File: config.mk
export PLATFORM = sky130hd
export DESIGN_NAME = fp2_mul_arbiter
export DESIGN_NICKNAME = d
export VERILOG_FILES = /design/src/rtl/fp2_mul_arbiter.sv
export SDC_FILE = /design/constraint.sdc
export NUM_CORES = 1
export LEC_CHECK = 0
export CAP_MARGIN = 10
export CORE_MARGIN = 2
export CORE_UTILIZATION = 45
export CTS_CLUSTER_DIAMETER = 80
export CTS_CLUSTER_SIZE = 16
export DETAILED_ROUTE_END_ITERATION = 7
export HOLD_SLACK_MARGIN = 0.02
export PLACE_DENSITY = 0.83
export SLEW_MARGIN = 25
export SYNTH_ARGS = -nofsm -noshare
export SYNTH_HDL_FRONTEND = slang
export SYNTH_SLANG_ARGS = --single-unit
export TNS_END_PERCENT = 1
File: constraint.sdc
create_clock -name clk -period 5 [get_ports clk]
set_input_delay 1 -clock clk [delete_from_list [all_inputs] [get_ports clk]]
set_output_delay 1 -clock clk [all_outputs]
set_load 0.05 [all_outputs]
File: src/rtl/fp2_mul_arbiter.sv
// Round-robin arbiter sharing one fp2_mont_mul core between NUM_REQ requesters.
// Pulses the core start, watches done with a watchdog, reports completion/timeout.
module fp2_mul_arbiter #(
    parameter int NUM_REQ        = 4,
    parameter int NUM_REQ_LOG    = 2,
    parameter int TIMEOUT_CYCLES = 4096,
    parameter int TIMEOUT_LOG    = 13
) (
    input  logic                   clk,
    input  logic                   rst,
    input  logic [NUM_REQ-1:0]     req,
    output logic [NUM_REQ-1:0]     gnt,
    output logic [NUM_REQ_LOG-1:0] sel,
    output logic [NUM_REQ-1:0]     req_done,
    output logic [NUM_REQ-1:0]     req_err,
    output logic                   mul_start,
    input  logic                   mul_done,
    input  logic                   mul_busy,
    output logic                   arb_busy,
    output logic [31:0]            mul_count
);

    typedef enum logic [2:0] {
        S_IDLE,
        S_GRANT,
        S_START,
        S_WAIT,
        S_REL
    } state_t;

    state_t                 state, state_nx;
    logic [NUM_REQ-1:0]     gnt_nx;
    logic [NUM_REQ_LOG-1:0] sel_nx;
    logic [NUM_REQ_LOG-1:0] ptr, ptr_nx;
    logic [NUM_REQ_LOG-1:0] win;
    logic                   found;
    logic [TIMEOUT_LOG-1:0] wd, wd_nx;
    logic                   err, err_nx;
    logic [31:0]            count_nx;

    // First pending requester after the last winner, wrapping around.
    always_comb begin
        found = 1'b0;
        win   = '0;
        for (int i = 1; i <= NUM_REQ; i++) begin
            if (!found && req[NUM_REQ_LOG'((int'(ptr) + i) % NUM_REQ)]) begin
                found = 1'b1;
                win   = NUM_REQ_LOG'((int'(ptr) + i) % NUM_REQ);
            end
        end
    end

    always_comb begin
        state_nx  = state;
        gnt_nx    = gnt;
        sel_nx    = sel;
        ptr_nx    = ptr;
        wd_nx     = wd;
        err_nx    = err;
        count_nx  = mul_count;
        mul_start = 1'b0;
        req_done  = '0;
        req_err   = '0;
        case (state)
            S_IDLE: begin
                if (found && !mul_busy) begin
                    gnt_nx   = NUM_REQ'(1) << win;
                    sel_nx   = win;
                    ptr_nx   = win;
                    state_nx = S_GRANT;
                end
            end
            S_GRANT: state_nx = S_START;
            S_START: begin
                mul_start = 1'b1;
                wd_nx     = '0;
                err_nx    = 1'b0;
                state_nx  = S_WAIT;
            end
            S_WAIT: begin
                wd_nx = wd + 1'b1;
                // A done in the expiry cycle still counts as success.
                if (mul_done) begin
                    err_nx   = 1'b0;
                    state_nx = S_REL;
                end else if (wd_nx == TIMEOUT_LOG'(TIMEOUT_CYCLES)) begin
                    err_nx   = 1'b1;
                    state_nx = S_REL;
                end
            end
            S_REL: begin
                req_done = gnt;
                req_err  = err ? gnt : '0;
                if (!err) count_nx = mul_count + 32'd1;
                gnt_nx   = '0;
                sel_nx   = '0;
                state_nx = S_IDLE;
            end
            default: state_nx = S_IDLE;
        endcase
    end

    always_ff @(posedge clk or negedge rst) begin
        if (!rst) begin
            state     <= S_IDLE;
            gnt       <= '0;
            sel       <= '0;
            ptr       <= NUM_REQ_LOG'(NUM_REQ - 1);
            wd        <= '0;
            err       <= 1'b0;
            mul_count <= '0;
        end else begin
            state     <= state_nx;
            gnt       <= gnt_nx;
            sel       <= sel_nx;
            ptr       <= ptr_nx;
            wd        <= wd_nx;
            err       <= err_nx;
            mul_count <= count_nx;
        end
    end

    assign arb_busy = (state != S_IDLE);

endmodule

Word-level counts from Yosys, hierarchy flattened
Cells that the tools add are included.

storage, ports and cells
  word-level logic and storage cells = 79
  output and inout bits = 48
  input bits = 8
  register bits = 57

cells by class
  equality and inequality tests = 7
  bitwise logic cells = 1
  shifts and indexed selects = 1
  $add $sub $neg = 6
  reduce and logical (&&, ||, !) cells = 17
  muxes and demuxes = 36
  order comparisons = 4

operator list
  kind                                                                    number
  32-bit by 1-bit adder with 32-bit output (second input constant)        1
  13-bit one-hot mux with 2 select lines                                  1
  2-bit by 4-bit < comparator with 1-bit output (second input constant)   4
  4-bit two-way mux                                                       4
  1-bit two-way mux                                                       15
  13-bit by 1-bit adder with 13-bit output (second input constant)        1
  13-bit equality test (second input constant)                            1
  3-bit one-hot mux with 4 select lines                                   1
  2-bit two-way mux                                                       5
  2-bit AND reduction                                                     5
  3-bit two-way mux                                                       3
  1-bit binary-select mux with 2-bit select                               4
  4-bit one-hot mux with 2 select lines                                   1
  3-bit by 2-bit equality test with 1-bit output (second input constant)  2
  2-bit by 1-bit adder with 2-bit output (second input constant)          2
  2-bit adder (second input constant)                                     2
  1-bit logical AND                                                       4
  1-bit zero test                                                         4
  2-bit one-hot mux with 2 select lines                                   1
  2-bit nonzero test                                                      2
  1-bit by 2-bit << shifter with 4-bit output (first input constant)      1
  3-bit by 1-bit equality test with 1-bit output (second input constant)  1
  3-bit equality test (second input constant)                             1
  3-bit zero test                                                         1
  other kinds (5)                                                         5

Longest topological paths before layout
  depth after elaboration = 17
  mapped depth = 7
  mapped depth without buffers = 7

Worst setup path after synthesis
No wires, ideal clock.

  path type = reg2out
  start point = register state[2]
  end point = output mul_start
  arrival time = 1760 ps
  data required time = 4000 ps
  setup slack = 2240 ps
  cell stages (with the launch flop) = 6
  cells stage by stage = dfrtp_1 > clkbuf_1 > or2b_1 > clkbuf_1 > clkbuf_1 > nor2_1

between the ends
  longest elaborated chain between the ends = 2

ends and longest elaborated chain
  element                                         RTL line  source
  from (decl)                                     31        state_t state, state_nx;
  from (signal assigned)                          113       state <= state_nx;
  3-bit by 2-bit equality test with 1-bit output  64        case (state)
  1-bit two-way mux                               64
  to (decl)                                       16        output logic mul_start,

No other way between the ends.

Final worst setup path
Same ends and word-level chain as after synthesis.

==> impl_results.md <==
- Max Cap Viol: 0
- Detailed-route vias per instance: 5.45
- All-layer global routing usage: 17.7%
- CP max stage cell: clkdlybuf4s50_1
- I/O Buffers: 55
- Fin util: 59.2%
- Inst Count DP: 426
- Final Slew Violations: 0
- Tcrit/Tclk final: 67.4%
- Synth Register Bits: 57
- Initial antenna violation count: 0
- Postcts setup bufs: 0
- Post-Syn Nets: 318
- Core Region: 0.00635 mm^2
- CP Capture Type: output port
- Die Ht: 84.9 um
- Final-report hold violation count: 0
- Resized Gates After CTS: 0
- GPL Wtd Cong: 0.823
- Final Cell Area: 0.00376 mm^2
- Hpwl dp: 4210 um
- CTS sink count: 57
- Startpoint types: register
- CTS H-tree lvls: 3
- RSZ-0062 raised after global routing: false
- Detailed Route WL: 5870 um
- Grt ovf: 0
- Pleak: 1.62 nW
- Setup tns final: 0 ns
- YS warnings: 0
- Outcome: finished clean
- Clock Latency Late Sink: 0.34 ns
- Row count: 29
- Hold crit path type: reg -> reg
- Largest net degree at the start of global routing: 58
- Cts hold-fix bufs: 0
- Setup violators final: 0
- Antenna viol nets, final: 0
- Drt drc: 0
- CP peak stage delay: 0.83 ns
- Area Overhead vs Synth: 27.6%
- Clk Tree Root Cell: clkbuf_8
- CTS tree: yes
- Fin cells: 442
- Final Total Pwr: 1.60 mW
- PD cells: 425 mW/mm^2
- Kind of critical path: reg -> out
- TritonRoute pass-1 iters: 4
- DR vias: 2410
- Commonest cells after routing, fill and taps aside: dfrtp_1 (55), clkdlybuf4s50_1 (54), nand2_1 (39), xnor2_1 (25), nand3_1 (24)
- Worst slew pin tran: 0.765 ns
- Synthesized instance count: 307
- TritonCTS Buffers: 9
- WP data required: 4.00 ns
- Clock transition at the registers of the reported paths: 0.07 ns
- Die W: 84.9 um
- # diodes: 0
- First-pass GRT wire length: 10200 um
- CP Data Arrival Time: 2.37 ns
- Avg WL per Cell: 13.3 um
- Crit path cell chain: or2b_1 > nor2_1 > clkdlybuf4s50_1
- Area of the die: 0.00721 mm^2
- Layout cells sized above 1: 7.12%
- Distinct cells, synth: 39
- CP max FO: 26
- Synth Cell Area: 0.00295 mm^2
- Final Skew: 0.00877 ns
- Slew headroom: 49.0%
- Syn avg cell area: 9.59 um^2
- Fmax: 297 MHz
- Placement-stage cell area: 0.00353 mm^2
- Final min period: 3.37 ns
- Vias in the first global route: 2216
- Longest Clk Path Bufs: 2
- VDD IR max: 0.308 mV
- # nets final: 371
- I/O Pins: 56
- Sequential share of the synthesized area: 48.5%
- 1st-iter DRT viols: 71
- Initial Utilization: 46.4%
- Most common cell after layout, fill and taps aside: dfrtp_1
[critical path: cells and delay by family, from the launching register on]
family        cells  cell delay [ns]
buf+inv           1             0.83
flops             1             0.46
simple gates      2             0.75
[cell usage after synthesis]
| cell type | count | area (um^2) |
|---|---|---|
| xnor2_1 | 25 | 219 |
| nand2_1 | 39 | 146 |
| a22o_1 | 2 | 17.5 |
| nor2b_1 | 2 | 12.5 |
| nor4_4 | 2 | 42.5 |
| or4_1 | 1 | 7.51 |
| xor2_1 | 11 | 96.3 |
| o21ai_0 | 15 | 75.1 |
| or3b_1 | 1 | 8.76 |
| or2b_1 | 1 | 7.51 |
| nor2_1 | 18 | 67.6 |
| buf_2 | 4 | 20.0 |
| nand2_2 | 1 | 6.26 |
| nor4_2 | 1 | 12.5 |
| and3_1 | 12 | 75.1 |
| nor3_1 | 12 | 60.1 |
| mux2i_1 | 6 | 60.1 |
| mux2_2 | 1 | 11.3 |
| o21ba_2 | 1 | 10.0 |
| nand4_1 | 13 | 81.3 |
| o31ai_1 | 3 | 22.5 |
| nand3_1 | 24 | 120 |
| nor3b_1 | 3 | 22.5 |
| ha_1 | 3 | 37.5 |
| o22a_1 | 1 | 8.76 |
| a21oi_1 | 11 | 55.1 |
| buf_6 | 1 | 11.3 |
| inv_1 | 6 | 22.5 |
| and4_1 | 3 | 26.3 |
| dfstp_2 | 2 | 52.6 |
| a211oi_1 | 1 | 7.51 |
| o221ai_1 | 1 | 8.76 |
| dfrtp_1 | 55 | 1380 |
| a31oi_1 | 4 | 25.0 |
| and2_1 | 2 | 12.5 |
| nor4_1 | 4 | 25.0 |
| nand2b_1 | 5 | 31.3 |
| clkbuf_1 | 9 | 33.8 |
| a41oi_1 | 1 | 8.76 |
[where the power goes]
part	switching [mW]	internal [mW]	leakage, nW
Clock	0.185	0.306	0.115
Sequential	0.0899	0.530	0.772
Combinational	0.324	0.161	0.729
Total	0.599	0.997	1.62
[path summary, 6_finish.rpt]
kind / start / endpoint / slack, ns / cells after the start
setup / recovery: state[2] / mul_start / 1.63 / 3
hold / removal: mul_count[31] / mul_count[31] / 0.48 / 1
setup reg to reg: state[0] / mul_count[22] / 2.61 / 6
hold reg to reg: mul_count[31] / mul_count[31] / 0.48 / 1
max in group asynchronous: rst / wd[2] / 3.73 / 2
min in group asynchronous: rst / mul_count[11] / 0.80 / 2
[sequential cells by signal (all words and copies together), names as in the netlist]
name / count
wd: 13
mul_count: 32
err: 1
gnt: 4
sel: 2
state: 3
ptr: 2
[metrics by stage]
| stage | setup WS [ns] | hold slack [ns] |
|---|---|---|
| floorplan | 2.24 | 0.454 |
| global placement | 1.99 | 0.462 |
| detailed placement | 1.98 | 0.473 |
| CTS | 1.60 | 0.483 |
| global route | 1.46 | 0.501 |
| finish | 1.63 | 0.475 |
[area by class of cell]
cell class | count | area [um^2]
multi-input cells | 230 | 1430
inverters | 6 | 22.5
well taps | 77 | 96.3
fillers | 513 | 2590
clock buffers | 11 | 151
repair buffers | 56 | 553
flip-flops and latches | 57 | 1430
clock inverters | 5 | 77.6
[kinds of logic (layout without fill, tap and decap cells)]
logic type | Yosys count | count (layout) | share of synthesized area, %
AO/OA/AOI/OAI | 40 | 40 | 8.11
flip-flops | 57 | 57 | 48.5
buffers and inverters | 20 | 78 | 2.97
XOR/XNOR | 36 | 36 | 10.7
adder cells (fa/ha/maj) | 3 | 3 | 1.27
multiplexers | 7 | 7 | 2.42
AND/OR/NAND/NOR | 144 | 144 | 26.0
[layer usage]
layer | wire, um | up-vias | track usage, %
li1 | - | 1192 | -
met1 | 2730 | 1150 | 23.3
met2 | 2800 | 57 | 27.9
met3 | 266 | 11 | 4.67
met4 | 77 | 0 | 6.93
met5 | 0 | - | 0
Note: power is estimated with default switching activity, not from simulation.
==> patch 1: new RTL, config.mk and constraints unchanged <==
The 5 states of `state_t` get a Gray code encoding in 3 bits.
--- a/src/rtl/fp2_mul_arbiter.sv
+++ b/src/rtl/fp2_mul_arbiter.sv
@@ -21,11 +21,11 @@
 );
 
     typedef enum logic [2:0] {
-        S_IDLE,
-        S_GRANT,
-        S_START,
-        S_WAIT,
-        S_REL
+        S_IDLE  = 3'b000,
+        S_GRANT = 3'b001,
+        S_START = 3'b011,
+        S_WAIT  = 3'b010,
+        S_REL   = 3'b110
     } state_t;
 
     state_t                 state, state_nx;
Formal check against the unedited RTL: no difference found for any inputs over 4 cycles, from zero or initial values and one cycle with rst low; so few cycles prove little.
==> patch 1 against the unedited design <==
- area after synthesis shrank 0.76%
- worst hold slack better by 0.0018 ns
- power grew 3.8%
- combinational power is 23% higher
- die area fell by 0.73%
- final area is 1.8% lower
- critical path type unchanged
- wire length is 5.3% higher
- setup slack lost 0.040 ns
- cell count rose by 0.23%
- sequential cell count stayed put
==> patch 1: results (changes against the unedited design) <==
* Status: complete, no violations
* HP Class: reg2reg
* Maximum VDD drop at 0.0003788 V (+23%)
* CTS H-tree lvls at 3 (unchanged)
* Rel. slew slack at 0.4132 (-0.07698)
* # diodes at 0 (unchanged)
* Via count at 2,384 (-1.1%)
* Netlist cell types at 36 (-7.7%)
* Global-route wire length before repair at 10.70 mm (+4.6%)
* Drt initial violations at 173 (+140%)
* Largest cells by area after synthesis: dfrtp_1 47%, xnor2_1 5.7%, nand2_1 5.0%, xor2_1 4.5%, nand3_1 3.4%
* Max clock buf depth at 2 (unchanged)
* Gp weighted congestion at 0.7873 (-4.3%)
* Top flop regs: mul_count: 32 flops, wd: 13 flops, gnt: 4 flops
* CTS Buf Count at 9 (unchanged)
* HP Start: mul_count[31]$_DFFE_PN0P_
* Post-CTS sizing at 0 (unchanged)
* Reg2reg start: state[0]$_DFFE_PN0P_
* Overall routed net length at 6.184 mm (+5.3%)
* YS warnings at 0 (unchanged)
* Clk_lat worst skew at 0.33 ns
* Leakage at 1.651 nW (+2.1%)
* Register area share after synthesis at 0.4889 (+0.003738)
* Crit path from: state[2]$_DFFE_PN0P_
* Setup Fix Bufs, Post-CTS at 0 (unchanged)
* Worst path arrival time at 2.41 ns (+0.04 ns)
* Share of post-route cells with drive strength above 1 at 0.06011 (-0.01112)
* Crit-path max FO at 28 (+7.7%)
* HPWL Detailed at 4.238 mm (+0.62%)
* Vias in the first global route at 2,293 (+3.5%)
* Reg clk slew, reported paths at 0.06 ns
* Antenna violations before repair at 0 (unchanged)
* Layout Skew at 0.007632 ns (-0.001140 ns)
* Overall global routing resource usage at 0.1866 (+0.01001)
* Post-Synthesis Net Count at 320 (+0.63%)
* Pins over their slew limit at 0 (unchanged)
* Post-synth top cells: 55 x dfrtp_1, 39 x nand2_1, 25 x nor2_1, 20 x nand3_1
* IO buf count at 55 (unchanged)
* Final layout net count at 375 (+1.1%)
* Fraction of registers with async set/reset at 1.000 (unchanged)
[patch 1: changes by cell type after synthesis, sizes merged, moves of 3 or more]
cell	change
xnor2	-6
o21ai	+4
and4	+3
nor4	-6
and2	+6
nand3	-3
xor2	+4
nor2	+7
nand4	-4
[patch 1: report_power, final]
| part | leakage (nW) | switching [mW] | internal [mW] |
|---|---|---|---|
| Sequential | 0.755 | 0.131 | 0.552 |
| Clock | 0.0875 | 0.165 | 0.212 |
| Combinational | 0.808 | 0.378 | 0.218 |
[patch 1: area by class of cell]
class,count,area [µm²]
Fill cell,540,2624
Sequential cell,57,1429
Multi-Input combinational cell,234,1420
Timing Repair Buffer,56,553.0
Clock buffer,13,168.9
Tap cell,77,96.34
Inverter,6,22.52
[patch 1: final timing paths]
check / to / slack, ns / depth (start not counted)
setup / recovery: mul_start / 1.59 / 3
hold / removal: mul_count[31]$_DFFE_PN0P_ / 0.48 / 1
setup reg to reg: mul_count[31]$_DFFE_PN0P_ / 2.80 / 5
hold reg to reg: mul_count[31]$_DFFE_PN0P_ / 0.48 / 1
max in group asynchronous: mul_count[21]$_DFFE_PN0P_ / 3.72 / 2
min in group asynchronous: mul_count[27]$_DFFE_PN0P_ / 0.79 / 2
[patch 1: routing by layer]
metal | wire length (µm) | global-route usage | share of wire
met4 | 129 | 0.06926 | 0.021
met5 | 0 | 0 | 0
met3 | 203 | 0.05015 | 0.033
met1 | 2878 | 0.2476 | 0.47
met2 | 2973 | 0.2949 | 0.48
[patch 1: worst max-delay path, stage by stage, from the launching register on]
cell	delay, ns
dfrtp_1	0.43
nand2b_1	0.57
nor2_1	0.25
clkdlybuf4s50_1	0.83
[patch 1: kinds of logic after synthesis]
family / count (synthesis) / synth area share
multiplexers: 10 / 0.03553
AO/OA/AOI/OAI: 39 / 0.07534
buffers and inverters: 18 / 0.02526
XOR/XNOR: 34 / 0.1019
adder cells (fa/ha/maj): 3 / 0.01284
flip-flops: 57 / 0.4889
AND/OR/NAND/NOR: 148 / 0.2603
[patch 1: through the flow]
step | cell area, µm² | std cells | setup slack [ns]
after floorplan | 2923 | 309 | 2.400
after global placement | 3521 | 430 | 1.991
after detailed placement | 3521 | 430 | 1.926
after CTS | 3690 | 443 | 1.548
after global routing | 3690 | 443 | 1.377
final | 3690 | 443 | 1.589
==> patch 2: new RTL, config.mk and constraints unchanged <==
Made on the original files. Set the parameter `NUM_REQ_LOG` to 3 (it was 2).
--- a/src/rtl/fp2_mul_arbiter.sv
+++ b/src/rtl/fp2_mul_arbiter.sv
@@ -2,7 +2,7 @@
 // Pulses the core start, watches done with a watchdog, reports completion/timeout.
 module fp2_mul_arbiter #(
     parameter int NUM_REQ        = 4,
-    parameter int NUM_REQ_LOG    = 2,
+    parameter int NUM_REQ_LOG    = 3,
     parameter int TIMEOUT_CYCLES = 4096,
     parameter int TIMEOUT_LOG    = 13
 ) (
Interface: changed (resized sel); port bits go from 56 to 57. No check against the original RTL was run, so the function may have changed too.
==> patch 2 against the unedited design <==
- synthesized cell count is 2.3% higher
- critical path depth stayed put
- setup slack worse by 0.16 ns
- area after synthesis is 2.7% higher
- wire length is 5.8% higher
- first-iteration DRC count is 62% higher
- final area is 1.2% higher
- highest routed layer unchanged
- sequential cell count stayed put
- count of clock-buffer cells in the layout stayed put
- power is 1.2% lower
==> patch 2: results (changes against the unedited design) <==
* Detailed-route wire length per cell at 13.99 µm (+5.3%)
* M1 GR Usage at 0.2119 (-0.02129)
* Placed instance area at 3582 µm² (+1.5%)
* Vias in the first global route at 2,380 (+7.4%)
* Detailed Routing Iterations Pass 1 at 5 (+1)
* Status: complete, no violations
* Crit path max-delay family: simple AND/OR/NAND/NOR gates
* Final layout net count at 373 (+0.54%)
* Post-synth top cells: 55 x dfrtp_1, 41 x nand2_1, 25 x xnor2_1, 23 x nand3_1, 19 x o21ai_0
* Register area share after synthesis at 0.4723 (-0.01284)
* Fill count at 560 (+9.2%)
* Leakage at 1.709 nW (+5.7%)
* Avg Cell Area, Syn at 9.635 µm² (+0.43%)
* Share of post-route cells with drive strength above 1 at 0.08174 (+0.01051)
* Rel. slew slack at 0.4155 (-0.07465)
* Reg2reg setup slack at 2.68 ns (+0.07 ns)
* Gp weighted congestion at 0.7693 (-6.5%)
* Reg2Reg Capture Point: state[1]$_DFFE_PN0P_
* Worst path arrival time at 2.53 ns (+0.16 ns)
* Maximum VDD drop at 0.0003983 V (+29%)
* Drt initial violations at 115 (+62%)
* GR Util met3 at 0.05197 (+0.005280)
* Layout Skew at 0.01033 ns (+0.001563 ns)
* Reg2reg start: wd[0]$_DFFE_PN0P_
* Largest cells by area after synthesis: dfrtp_1 45%, xnor2_1 7.2%, nand2_1 5.1%, nand3_1 3.8%, and3_1 3.5%
-- patch 2: cell count changes after synthesis, moves of 4 or more --
cell     change
and3_1       +5
xor2_1       -4
nor2_1       -4
nand4_1      -6
nor3_1       -4
o21ai_0      +4
-- patch 2: final cells by class --
cell class,count,area [µm²],area share
clock buffers,11,141.4,0.03718
well taps,77,96.34,0.02534
clock inverters,5,78.83,0.02073
flip-flops and latches,57,1429,0.3758
multi-input cells,234,1489,0.3916
repair buffers,56,553.0,0.1454
inverters,4,15.01,0.003949
-- patch 2: routing by layer --
metal	routed length (µm)	vias to the layer above
met5	0	-
met4	93	0
li1	-	1192
met3	368	8
met2	3088	81
met1	2663	1168
-- patch 2: kinds of logic (layout without fill, tap and decap cells) --
family | after synthesis | in the layout | synth area share
mux | 10 | 10 | 0.03350
simple gates | 143 | 143 | 0.2597
fa+ha+maj | 3 | 3 | 0.01241
compound gates | 44 | 44 | 0.08726
xor+xnor | 33 | 33 | 0.09802
buf+inv | 23 | 76 | 0.03556
other cells | 1 | 1 | 0.001240
flops | 57 | 57 | 0.4723
-- patch 2: power breakdown --
| part | switching [mW] | leakage, nW | total [mW] | internal (mW) |
|---|---|---|---|---|
| clock network | 0.184 | 0.113 | 0.477 | 0.293 |
| registers | 0.0863 | 0.773 | 0.615 | 0.528 |
| logic | 0.316 | 0.823 | 0.485 | 0.169 |
-- patch 2: through the flow --
stage | power, mW | hold WS (ns) | util | setup slack (ns)
after floorplan | 0.9729 | 0.4882 | - | 2.472
after global placement | 1.090 | 0.4630 | 0.5578 | 1.877
after detailed placement | 1.109 | 0.4662 | 0.5578 | 1.809
after CTS | 1.595 | 0.4754 | 0.5921 | 1.418
after global routing | 1.676 | 0.4876 | 0.5921 | 1.273
final | 1.577 | 0.4677 | 0.5921 | 1.470
